==> src/rtl/mul_div_unit.sv <==
// Iterative 32-bit multiply/divide unit with architectural HI/LO registers.
// Optional divider datapath is compiled in when MULDIV_DIVIDE_EN is defined.
module mul_div_unit (
  input  logic        clk,
  input  logic        rst,
  input  logic        start,
  input  logic [1:0]  op,
  input  logic [31:0] operandA,
  input  logic [31:0] operandB,
  input  logic        hiWrite,
  input  logic        loWrite,
  input  logic [31:0] writeData,
  output logic        busy,
  output logic        done,
  output logic        opUnsupported,
  output logic [31:0] hi,
  output logic [31:0] lo
);

  typedef enum logic [1:0] {IDLE, PREP, RUN, FIX} state_t;

  state_t      state, next_state;
  logic        accept;
  logic [31:0] a_q, b_q;
  logic        unsigned_q;
  logic        neg_q;
  logic [31:0] m_reg, acc, mq;
  logic [4:0]  cnt;
  logic [31:0] mag_a, mag_b;
  logic [32:0] sum;

  assign mag_a = (!unsigned_q && a_q[31]) ? -a_q : a_q;
  assign mag_b = (!unsigned_q && b_q[31]) ? -b_q : b_q;
  assign sum   = {1'b0, acc} + {1'b0, (mq[0] ? m_reg : 32'd0)};

`ifdef MULDIV_DIVIDE_EN
  logic        div_q, neg_r, div_zero;
  logic [32:0] shifted, diff;

  assign shifted       = {acc, mq[31]};
  assign diff          = shifted - {1'b0, m_reg};
  assign accept        = (state == IDLE) && start;
  assign opUnsupported = 1'b0;
`else
  logic reject;

  assign reject = (state == IDLE) && start && op[1];
  assign accept = (state == IDLE) && start && !op[1];

  always_ff @(posedge clk) begin
    if (!rst) opUnsupported <= 1'b0;
    else      opUnsupported <= reject;
  end
`endif

  // NOTE: every variable written here gets a default first so no latch is inferred.
  always_comb begin
    next_state = state;
    case (state)
      IDLE:    if (accept) next_state = PREP;
      PREP:    next_state = RUN;
      RUN:     if (cnt == 5'd31) next_state = FIX;
      FIX:     next_state = IDLE;
      default: next_state = IDLE;
    endcase
  end

  // NOTE: sequential state uses non-blocking assignments so all registers update together.
  always_ff @(posedge clk) begin
    if (!rst) begin
      state <= IDLE;
      busy  <= 1'b0;
      done  <= 1'b0;
      hi    <= 32'd0;
      lo    <= 32'd0;
    end else begin
      state <= next_state;
      busy  <= (next_state != IDLE);
      done  <= (state == FIX);
      if (state == IDLE && !start) begin
        if (hiWrite) hi <= writeData;
        if (loWrite) lo <= writeData;
      end else if (state == FIX) begin
`ifdef MULDIV_DIVIDE_EN
        if (div_q) begin
          if (div_zero) begin
            hi <= a_q;
            lo <= 32'hFFFF_FFFF;
          end else begin
            hi <= neg_r ? -acc : acc;
            lo <= neg_q ? -mq : mq;
          end
        end else
`endif
          {hi, lo} <= neg_q ? -{acc, mq} : {acc, mq};
      end
    end
  end

  // NOTE: datapath registers carry no reset; the FSM never consumes them before loading them.
  always_ff @(posedge clk) begin
    case (state)
      IDLE: if (start) begin
        a_q        <= operandA;
        b_q        <= operandB;
        unsigned_q <= op[0];
`ifdef MULDIV_DIVIDE_EN
        div_q      <= op[1];
`endif
      end
      PREP: begin
        acc   <= 32'd0;
        cnt   <= 5'd0;
        neg_q <= !unsigned_q && (a_q[31] ^ b_q[31]);
`ifdef MULDIV_DIVIDE_EN
        neg_r    <= !unsigned_q && a_q[31];
        div_zero <= (b_q == 32'd0);
        if (div_q) begin
          m_reg <= mag_b;
          mq    <= mag_a;
        end else
`endif
        begin
          m_reg <= mag_a;
          mq    <= mag_b;
        end
      end
      RUN: begin
        cnt <= cnt + 5'd1;
`ifdef MULDIV_DIVIDE_EN
        // Restoring step: keep the trial subtraction only when it does not go negative.
        if (div_q) begin
          acc <= diff[32] ? shifted[31:0] : diff[31:0];
          mq  <= {mq[30:0], ~diff[32]};
        end else
`endif
        begin
          acc <= sum[32:1];
          mq  <= {sum[0], mq[31:1]};
        end
      end
      default: ;
    endcase
  end

endmodule
==> config.mk <==
export PLATFORM = sky130hd
export DESIGN_NAME = mul_div_unit
export DESIGN_NICKNAME = d
export VERILOG_FILES = /design/src/rtl/mul_div_unit.sv
export SDC_FILE = /design/constraint.sdc
export NUM_CORES = 1
export LEC_CHECK = 0
export ABC_AREA = 1
export CORE_ASPECT_RATIO = 0.9
export CORE_MARGIN = 2
export CORE_UTILIZATION = 49
export CTS_BUF_LIST = sky130_fd_sc_hd__clkbuf_16
export DETAILED_ROUTE_END_ITERATION = 8
export PLACE_DENSITY = 0.77
export SLEW_MARGIN = 0
export SYNTH_ARGS = -nofsm -noshare
export SYNTH_HDL_FRONTEND = slang
export SYNTH_SLANG_ARGS = --single-unit
==> constraint.sdc <==
create_clock -name clk -period 8.7 [get_ports clk]
set_clock_uncertainty 0.2 [all_clocks]
set_input_delay 1.74 -clock clk [delete_from_list [all_inputs] [get_ports clk]]
set_output_delay 1.74 -clock clk [all_outputs]
set_load 0.01 [all_outputs]
Word level (Yosys, flattened, before mapping). Cells that the tools add are included.

Multiplexer cells: 16. Bitwise operators: 1. Add/sub/neg operators: 5. Reductions and logical operators: 17. Equality and inequality tests: 6.

Operators by type and width (count): $mux 32 (9); $pmux 32 s2 (2); $mux 64 (1); $neg 32->32 (2); $neg 64->64 (1); $add 32x32->33 (1); $pmux 5 s2 (1); $pmux 2 s4 (1); $logic_and 1x1->1 (7); $reduce_and 2->1 (3); $reduce_bool 2->1 (3); $add 5x1->5 const B (1); $eq 5x5->1 const B (1); $eq 2x2->1 const B (2); $mux 2 (2); $ne 2x2->1 const B (2); $logic_not 1->1 (3); $eq 2x1->1 const B (1); $logic_not 2->1 (1); $xor 1x1->1 (1).

Input bits: 103. Output and inout port bits: 67. Register bits: 236.

Logic depth before layout (Yosys ltp). Gate-level depths: netlist of the first run.

Word-level depth: 6. Mapped depth: 18. Depth with buffers taken out: 16.

Worst setup path after synthesis of the first run. OpenSTA, ideal clock, no wires.

Path kind: input -> register. From: input start. To: register a_q[0], enable pin. Stages on the path: 2. Required time: 8.081 ns. Slack: 4.999 ns. Data arrival time: 3.082 ns. Path buffers: 0. Path through: nand2_1 inv_1.

Cells in the longest elaborated chain, start to end: 1.

Ends and longest elaborated chain: start, declared (line 6) `input logic start,`; $reduce_and 2->1 (no line); end signal, assigned (line 104) `a_q <= operandA;`; end, declared (line 24) `logic [31:0] a_q, b_q;`.

No other way between the ends. A chain may end at the register's enable or synchronous reset.

Worst setup path in the final report of the first run.
From: input start. To: register lo[19].

Cells in the longest elaborated chain, start to end: 4.

Ends and longest elaborated chain: $logic_not 1->1 (*) (line 80) `if (state == IDLE && !start) begin`; $logic_and 1x1->1 (*) (line 80); $ne 2x2->1 (no line) / $reduce_bool 2->1 (equally long branches); $reduce_and 2->1 (no line); end signal, assigned (line 82) `if (loWrite) lo <= writeData;`; end signal, assigned (line 95) `{hi, lo} <= neg_q ? -{acc, mq} : {acc, mq};`; end, declared (line 17) `output logic [31:0] lo`.

Mark *: on every way between the ends. The rest lies on a longest branch, timed or not.

==> impl_metrics.ini, run 1 <==
[status]
status = finished clean

[final_layout]
final_common_cell = nand2_1
nNetsFinal = 2258
final_util = 0.593
finalInstanceArea_um2 = 17600
syn_to_final_growth_pct = 19.8
drive_gt1_frac = 0.0558
insertedDiodeCount = 0
mostFrequentLayoutCells = 434 x nand2_1, 278 x nor2_1, 191 x inv_1, 189 x a21oi_1, 172 x nand3_1

[die]
die_h_um = 168
io_pins = 170
core_um2 = 29700
std_cell_rows = 60
dieWidth_um = 187
initial_core_util = 0.495
dieArea_um2 = 31500

[power_and_ir_drop]
power_leakage_nw = 7.34
vdd.ir_drop.worst_uv = 154
p_per_area_nw_per_um2 = 217

[worst_setup_path]
r2r_cells = 12
crit-reg2reg-launch = state[0]$_SDFF_PN0_
r2r_end = lo[19]$_SDFFE_PN0P_
critPathMaxFanout = 65
slowest_delay_ns = 0.69
critical_path_arrival_ns = 5.31
crit_family = buffers and inverters
worst_setup_path_end_kind = flop
cp_num_buf_inv = 5
worst-endpoint-required_ns = 8.92
timing.critical_path.cells = clkdlybuf4s50_1, nor2_4, buf_4, clkinv_1, buf_4, nand2_1, nand2_1, inv_1, a21oi_1, a21oi_1
startpoint_type = input port
criticalPathCategory = input port to flop
critical_path.slowest_cell = nand2_1
r2r_setup_slack_ns = 4.56

[sta]
setup_viol = 0
layout_min_cycle_time_ns = 5.10
max-slew-margin-rel = 0.376
setup_tns_ns = 0
finalCritPeriodShare = 0.586
worstMarginPinSlew_ns = 0.936
maxSlewViolCount = 0
rsz0062_at_grt = false
max_freq_mhz = 196
hold_violations = 0

[drt]
via_per_inst = 5.48
drtIter0Drc = 1263
route.detailed.drc = 0
vias = 13900
avgRoutedWirePerCell_um = 17.2
drt_wl_total_mm = 43.5
dr.pass1.iters = 6
ant_nets = 0

[logic_synthesis]
synth_seq_cells = 236
syn_area_per_cell_um2 = 7.50
syn-num-nets = 2110
ys_types = 51
syn_area_um2 = 14700
netlist_instances = 1964
ys_warn_count = 0
yosysSeqAreaShare = 0.434

[clocking]
numCtsBuffers = 26
max-clock-path-buffers = 3
cts_tree = done
cts-root-buf = clkbuf_16
h-tree-depth = 1
cts_resized = 0
post-cts-setup-buffers = 0
cts_hold_buf = 0
clk_pin_slew_ns = 0.06
clock_latency_ns = 0.55
cts.sinks = 236

[place]
finalWeightedCongestion = 0.950
io_buffers = 169
dpl.hpwl_mm = 33.3
dpl_cell_area_um2 = 16700

[global_route]
grtUsageTotal = 0.272
grt.overflow.total = 0
grt_max_degree = 74
antenna_found_initial = 0
grt_pass1_vias = 12800
grt_pass1_wl_mm = 68.4

[min_path]
hold_depth = 0
hold_end = m_reg[0]$_DFFE_PN_
hold_path.class = flop to flop
hold_path.startpoint = a_q[0]$_DFFE_PP_

[run]
max-cap-violations = 0
-- metrics by stage --
| step | total power, mW | std cells | hold WS, ns | setup WS (ns) |
|---|---|---|---|---|
| floorplan | 2.24 | 1964 | 0.272 | 5.00 |
| global placement | 2.60 | 2487 | 0.305 | 3.25 |
| detailed placement | 2.63 | 2487 | 0.326 | 3.20 |
| CTS | 3.83 | 2535 | 0.339 | 3.75 |
| global route | 4.04 | 2535 | 0.372 | 3.37 |
| finish | 3.83 | 2535 | 0.320 | 3.60 |
-- routing by layer --
| layer | global-route usage | vias up | routed length [um] |
|---|---|---|---|
| met5 | 0 | - | 0 |
| met4 | 0.0890 | 0 | 1500 |
| met3 | 0.0429 | 76 | 3800 |
| met2 | 0.428 | 649 | 18700 |
| met1 | 0.385 | 6277 | 19600 |
| li1 | - | 6889 | - |
-- how the worst max path moves through the flow --
stage / from / end / slack (ns) / depth (start not counted)
floorplan: start / a_q[0]$_DFFE_PP_ / 5.00 / 2
global placement: start / lo[26]$_SDFFE_PN0P_ / 3.25 / 10
detailed placement: start / lo[3]$_SDFFE_PN0P_ / 3.20 / 10
CTS: start / lo[19]$_SDFFE_PN0P_ / 3.75 / 10
global route: start / lo[19]$_SDFFE_PN0P_ / 3.37 / 10
finish: start / lo[19]$_SDFFE_PN0P_ / 3.60 / 10
-- cells by family after synthesis --
logic type | synth area share
AND/OR/NAND/NOR | 0.293
AO/OA/AOI/OAI | 0.144
adder cells (fa/ha/maj) | 0.0370
flip-flops | 0.434
buffers and inverters | 0.0735
XOR/XNOR | 0.0178
-- Yosys cell counts (all sizes together) --
cell      n  share of area
nand2   447           0.12
nor2    295          0.081
inv     199          0.051
a21oi   192          0.066
o21ai   184          0.066
nand3   177          0.062
edfxtp  167           0.34
dfxtp    69          0.094
ha       42          0.036
clkbuf   37          0.011
buf      25          0.011
nor3     25          0.010
xor2     23          0.014
nand4    21         0.0089
nand3b   10         0.0051
or2       9         0.0038
xnor2     7         0.0042
nor4      6         0.0025
o21a      6         0.0031
o21bai    5         0.0025
o31ai     5         0.0029
o211ai    4         0.0020
clkinv    2        0.00051
a21boi    1        0.00051
a21o      1        0.00051
a31oi     1        0.00043
fa        1         0.0014
nand2b    1        0.00043
nor3b     1        0.00051
o22ai     1        0.00043
-- area by class of cell --
cell class,instances,area (um2)
Fill cell,2756,12100
Multi-Input combinational cell,1465,7260
Sequential cell,236,6400
Timing Repair Buffer,182,1790
Inverter,201,754
Clock buffer,27,676
Tap cell,403,504
Clock inverter,21,262
-- report_power, final --
group / total (mW) / internal (mW) / switching, mW
registers: 1.56 / 1.41 / 0.148
clock network: 1.19 / 0.740 / 0.454
logic: 1.08 / 0.374 / 0.704
Note: power is estimated with default switching activity, not from simulation.
==> inputs of run 2 (changes only) <==
- PLACE_DENSITY: 0.77 -> 0.8
- clock period: 8.7 -> 4.5 ns (I/O delays scaled with it)
==> run 2 against run 1 <==
Compared with the run above: final cell count increased by 0.20%; via count decreased by 0.23%; sequential share of layout area about the same; utilization increased by 0.059 points; final area about the same; count of clock-buffer cells in the layout increased by 2; register-to-register slack got worse by 3.3 ns; total power increased by 92%; largest power group unchanged.
==> impl_metrics.ini, run 2 (synthesized netlist as in run 1, its figures left out) <==
[worst_setup_path]
r2r_end = acc[29]$_SDFFCE_PN0P_
crit-reg2reg-launch = mq[0]$_DFFE_PP_
r2r_cells = 14
criticalPathCategory = flop to flop
worst_setup_path_end_kind = flop
cp_num_buf_inv = 2
critPathMaxFanout = 31
path_common_cell = nand2_1
worst-endpoint-required_ns = 4.61
crit_family = simple AND/OR/NAND/NOR gates
critical_path_arrival_ns = 3.30
timing.critical_path.cells = buf_4, nand2_1, inv_1, ha_1, fa_1, nand2_1, nand2_1, o21ai_0, o21ai_1, nand3_1, nand2_1, nand2_1, a21oi_1, nor2_1
slowest_delay_ns = 0.54
critical_path.slowest_cell = edfxtp_1
r2r_setup_slack_ns = 1.30
startpoint_type = flop

[drt]
drtIter0Drc = 1043
dr.pass1.iters = 6
via_per_inst = 5.46
ant_nets = 0
vias = 13900
drt_wl_total_mm = 43.7
avgRoutedWirePerCell_um = 17.2
route.detailed.drc = 0

[place]
dp_cells = 2490
io_buffers = 169
dpl_worst_slack_ns = 1.04
finalWeightedCongestion = 0.927
dpl_cell_area_um2 = 16700
dpl.hpwl_mm = 34.1

[clocking]
clock_latency_ns = 0.55
clk_pin_slew_ns = 0.06
max-clock-path-buffers = 3
h-tree-depth = 1
cts_hold_buf = 0
cts_resized = 0
numCtsBuffers = 27
cts.sinks = 236
post-cts-setup-buffers = 0
cts-root-buf = clkbuf_16
cts_tree = done

[sta]
layout_min_cycle_time_ns = 3.20
setup_tns_ns = 0
max_freq_mhz = 313
maxSlewViolCount = 0
max-slew-margin-rel = 0.369
setup_viol = 0
rsz0062_at_grt = false
hold_violations = 0
fin_hold_ws_ns = 0.347
setup_slack_ns = 1.30
finalCritPeriodShare = 0.710
worstMarginPinSlew_ns = 0.941

[final_layout]
nNetsFinal = 2262
fillers = 2758
final_cells = 2540
mostFrequentLayoutCells = 434 x nand2_1, 278 x nor2_1, 192 x inv_1, 189 x a21oi_1, 172 x nand3_1
final_util = 0.594
insertedDiodeCount = 0
multi_input_area_um2 = 7260
ff_latch_area_um2 = 6400
syn_to_final_growth_pct = 19.9
final_common_cell = nand2_1
drive_gt1_frac = 0.0594
finalInstanceArea_um2 = 17700

[die]
io_pins = 170
std_cell_rows = 60
die_h_um = 168
initial_core_util = 0.495
dieWidth_um = 187
core_um2 = 29700
dieArea_um2 = 31500

[min_path]
hold_depth = 0
hold_path.startpoint = a_q[0]$_DFFE_PP_
hold_path.class = flop to flop
hold_end = m_reg[0]$_DFFE_PN_

[power_and_ir_drop]
p_per_area_nw_per_um2 = 417
power_leakage_nw = 7.38
vdd.ir_drop.worst_uv = 343
power_mw = 7.37

[global_route]
grt_pass1_wl_mm = 68.2
grt.overflow.total = 0
grtUsageTotal = 0.272
grt_max_degree = 73
grt_pass1_vias = 12800
antenna_found_initial = 0

[run]
max-cap-violations = 0

[status]
status = finished clean
-- run 2: layout make-up --
type	count	share of cell area
inverter	201	0.0427
tap	403	0.0286
clock buffer	29	0.0411
clock inverter	21	0.0110
sequential	236	0.362
multi-input combinational	1465	0.411
timing repair buffer	185	0.103
-- run 2: worst register-to-register path: cells and delay by family, from the launching register on --
family	cells	cell delay (ns)
and+or+nand+nor	7	0.76
AOI/OAI and AO/OA	3	0.66
DFF	1	0.54
buffers and inverters	2	0.42
adders and majority gates	2	0.39
-- run 2: per-layer routing --
layer	global-route usage	wire length (um)
met1	0.387	19700
met2	0.420	18400
met3	0.0467	3860
met4	0.0980	1710
met5	0	0
-- run 2: worst max path at each step --
stage	from	end	slack, ns	cells after the start
after floorplan	start	a_q[0]$_DFFE_PP_	1.64	2
after global placement	start	lo[26]$_SDFFE_PN0P_	1.04	8
after detailed placement	start	lo[26]$_SDFFE_PN0P_	1.04	8
after CTS	mq[0]$_DFFE_PP_	acc[29]$_SDFFCE_PN0P_	1.36	14
after global routing	mq[0]$_DFFE_PP_	acc[29]$_SDFFCE_PN0P_	0.99	14
final	mq[0]$_DFFE_PP_	acc[29]$_SDFFCE_PN0P_	1.30	14
-- run 2: report_power, final --
part | internal (mW) | switching [mW]
logic | 0.733 | 1.38
registers | 2.72 | 0.293
clock network | 1.34 | 0.904
total | 4.79 | 2.57
==> inputs of run 3 (changes only) <==
- PLACE_DENSITY: 0.8 -> 0.77
- clock period: 4.5 -> 3 ns (I/O delays scaled with it)
==> run 3 against run 2 <==
Compared with the run above: final cell count rose by 0.12%; via count up 1.1%; count of clock-buffer cells in the layout is 2 lower; register-to-register slack worse by 1.0 ns; setup slack got worse by 1.0 ns; critical path depth unchanged; total power increased by 50%; die area unchanged; critical endpoint is now acc[21]$_SDFFCE_PN0P_.
==> impl_metrics.ini, run 3 (synthesized netlist as in run 1, its figures left out) <==
[drt]
ant_nets = 0
via_per_inst = 5.51
route.detailed.drc = 0
vias = 14000
drt_wl_total_mm = 43.5
avgRoutedWirePerCell_um = 17.1
dr.pass1.iters = 5
drtIter0Drc = 1564

[sta]
setup_slack_ns = 0.296
rsz0062_at_grt = false
finalCritPeriodShare = 0.901
max-slew-margin-rel = 0.568
layout_min_cycle_time_ns = 2.70
hold_violations = 0
max_freq_mhz = 370
worstMarginPinSlew_ns = 0.642
setup_tns_ns = 0
setup_viol = 0
maxSlewViolCount = 0

[final_layout]
nNetsFinal = 2266
multi_input_area_um2 = 7260
fillers = 2756
finalInstanceArea_um2 = 17700
insertedDiodeCount = 0
syn_to_final_growth_pct = 20.3
mostFrequentLayoutCells = 434 x nand2_1, 278 x nor2_1, 194 x inv_1, 189 x a21oi_1, 172 x nand3_1
ff_latch_area_um2 = 6400
final_common_cell = nand2_1
drive_gt1_frac = 0.0598
final_util = 0.596

[power_and_ir_drop]
vdd.ir_drop.worst_uv = 447
power_leakage_nw = 7.38
power_mw = 11.0
p_per_area_nw_per_um2 = 622

[clocking]
clk_pin_slew_ns = 0.06
cts_tree = done
cts-root-buf = clkbuf_16
numCtsBuffers = 26
h-tree-depth = 1
cts.sinks = 236
max-clock-path-buffers = 3
clock_latency_ns = 0.54

[min_path]
hold_path.class = flop to flop
hold_path.startpoint = a_q[0]$_DFFE_PP_
hold_depth = 0
hold_end = m_reg[0]$_DFFE_PN_

[die]
initial_core_util = 0.495
io_pins = 170
die_h_um = 168
dieArea_um2 = 31500
dieWidth_um = 187
core_um2 = 29700
std_cell_rows = 60

[place]
dpl_worst_slack_ns = 0.234
finalWeightedCongestion = 0.976
io_buffers = 169
dpl.hpwl_mm = 33.7
dpl_cell_area_um2 = 16800

[global_route]
grt_pass1_vias = 12800
use_met3 = 0.0348
grt.overflow.total = 0
grt_max_degree = 73
grtUsageTotal = 0.270
busiest_layer = met1
antenna_found_initial = 0
grt_pass1_wl_mm = 68.0
use_met1 = 0.406
use_met2 = 0.397

[worst_setup_path]
critPathMaxFanout = 32
r2r_setup_slack_ns = 0.30
crit-reg2reg-launch = mq[0]$_DFFE_PP_
r2r_end = acc[21]$_SDFFCE_PN0P_
worst_setup_path_end_kind = flop
critical_path_arrival_ns = 2.79
r2r_cells = 14
criticalPathCategory = flop to flop
worst-endpoint-required_ns = 3.09
startpoint_type = flop

[run]
max-cap-violations = 0

[status]
status = finished clean
## run 3: worst max-delay path: stages (launching register included)
cell and delay [ns]:
edfxtp_1 0.43, buf_6 0.21, nand2_1 0.08, inv_1 0.07, fa_1 0.41, nand2_1 0.10
nand2_1 0.06, o21ai_1 0.21, o21ai_2 0.15, nand3_1 0.08, nand2_1 0.13, nand2_1 0.10
nand2_1 0.07, nor2_1 0.09, nor2_1 0.06
## run 3: how the worst max path moves through the flow
stage | startpoint | endpoint | slack (ns) | cells past startpoint
after global placement | mq[0]$_DFFE_PP_ | acc[21]$_SDFFCE_PN0P_ | 0.32 | 15
after detailed placement | mq[0]$_DFFE_PP_ | acc[21]$_SDFFCE_PN0P_ | 0.23 | 15
final | mq[0]$_DFFE_PP_ | acc[21]$_SDFFCE_PN0P_ | 0.30 | 14
after CTS | mq[0]$_DFFE_PP_ | acc[21]$_SDFFCE_PN0P_ | 0.22 | 15
after global routing | mq[0]$_DFFE_PP_ | acc[21]$_SDFFCE_PN0P_ | 0.006 | 15
after floorplan | state[0]$_SDFF_PN0_ | acc[0]$_SDFFCE_PN0P_ | 0.29 | 2
## run 3: metrics by stage
| step | hold slack [ns] | std cells |
|---|---|---|
| 2_1_floorplan | 0.272 | 1964 |
| 3_3_place_gp | 0.321 | 2494 |
| 3_5_place_dp | 0.311 | 2494 |
| 4_1_cts | 0.318 | 2542 |
| 5_1_grt | 0.333 | 2543 |
| 6_report | 0.317 | 2543 |
## run 3: layout make-up
type | count | share of cell area
Multi-Input combinational cell | 1465 | 0.410
Sequential cell | 236 | 0.361
Timing Repair Buffer | 190 | 0.108
Inverter | 201 | 0.0426
Clock buffer | 27 | 0.0381
Tap cell | 403 | 0.0285
Clock inverter | 21 | 0.0117
## run 3: timing repair
action,CTS,global route
hold buffers,0,0
setup buffers,0,1
resized for setup,0,4
setup endpoints to repair,0,7
## run 3: layer usage
metal / vias to the layer above / share of wire
met3: 82 / 0.087
li1: 6895 / -
met1: 6378 / 0.47
met5: - / 0
met2: 658 / 0.41
met4: 0 / 0.040
## run 3: report_power, final
part / switching, mW / leakage (nW) / internal (mW) / total, mW
registers: 0.438 / 2.15 / 4.08 / 4.52
clock network: 1.32 / 0.433 / 1.97 / 3.28
logic: 2.09 / 4.80 / 1.14 / 3.22
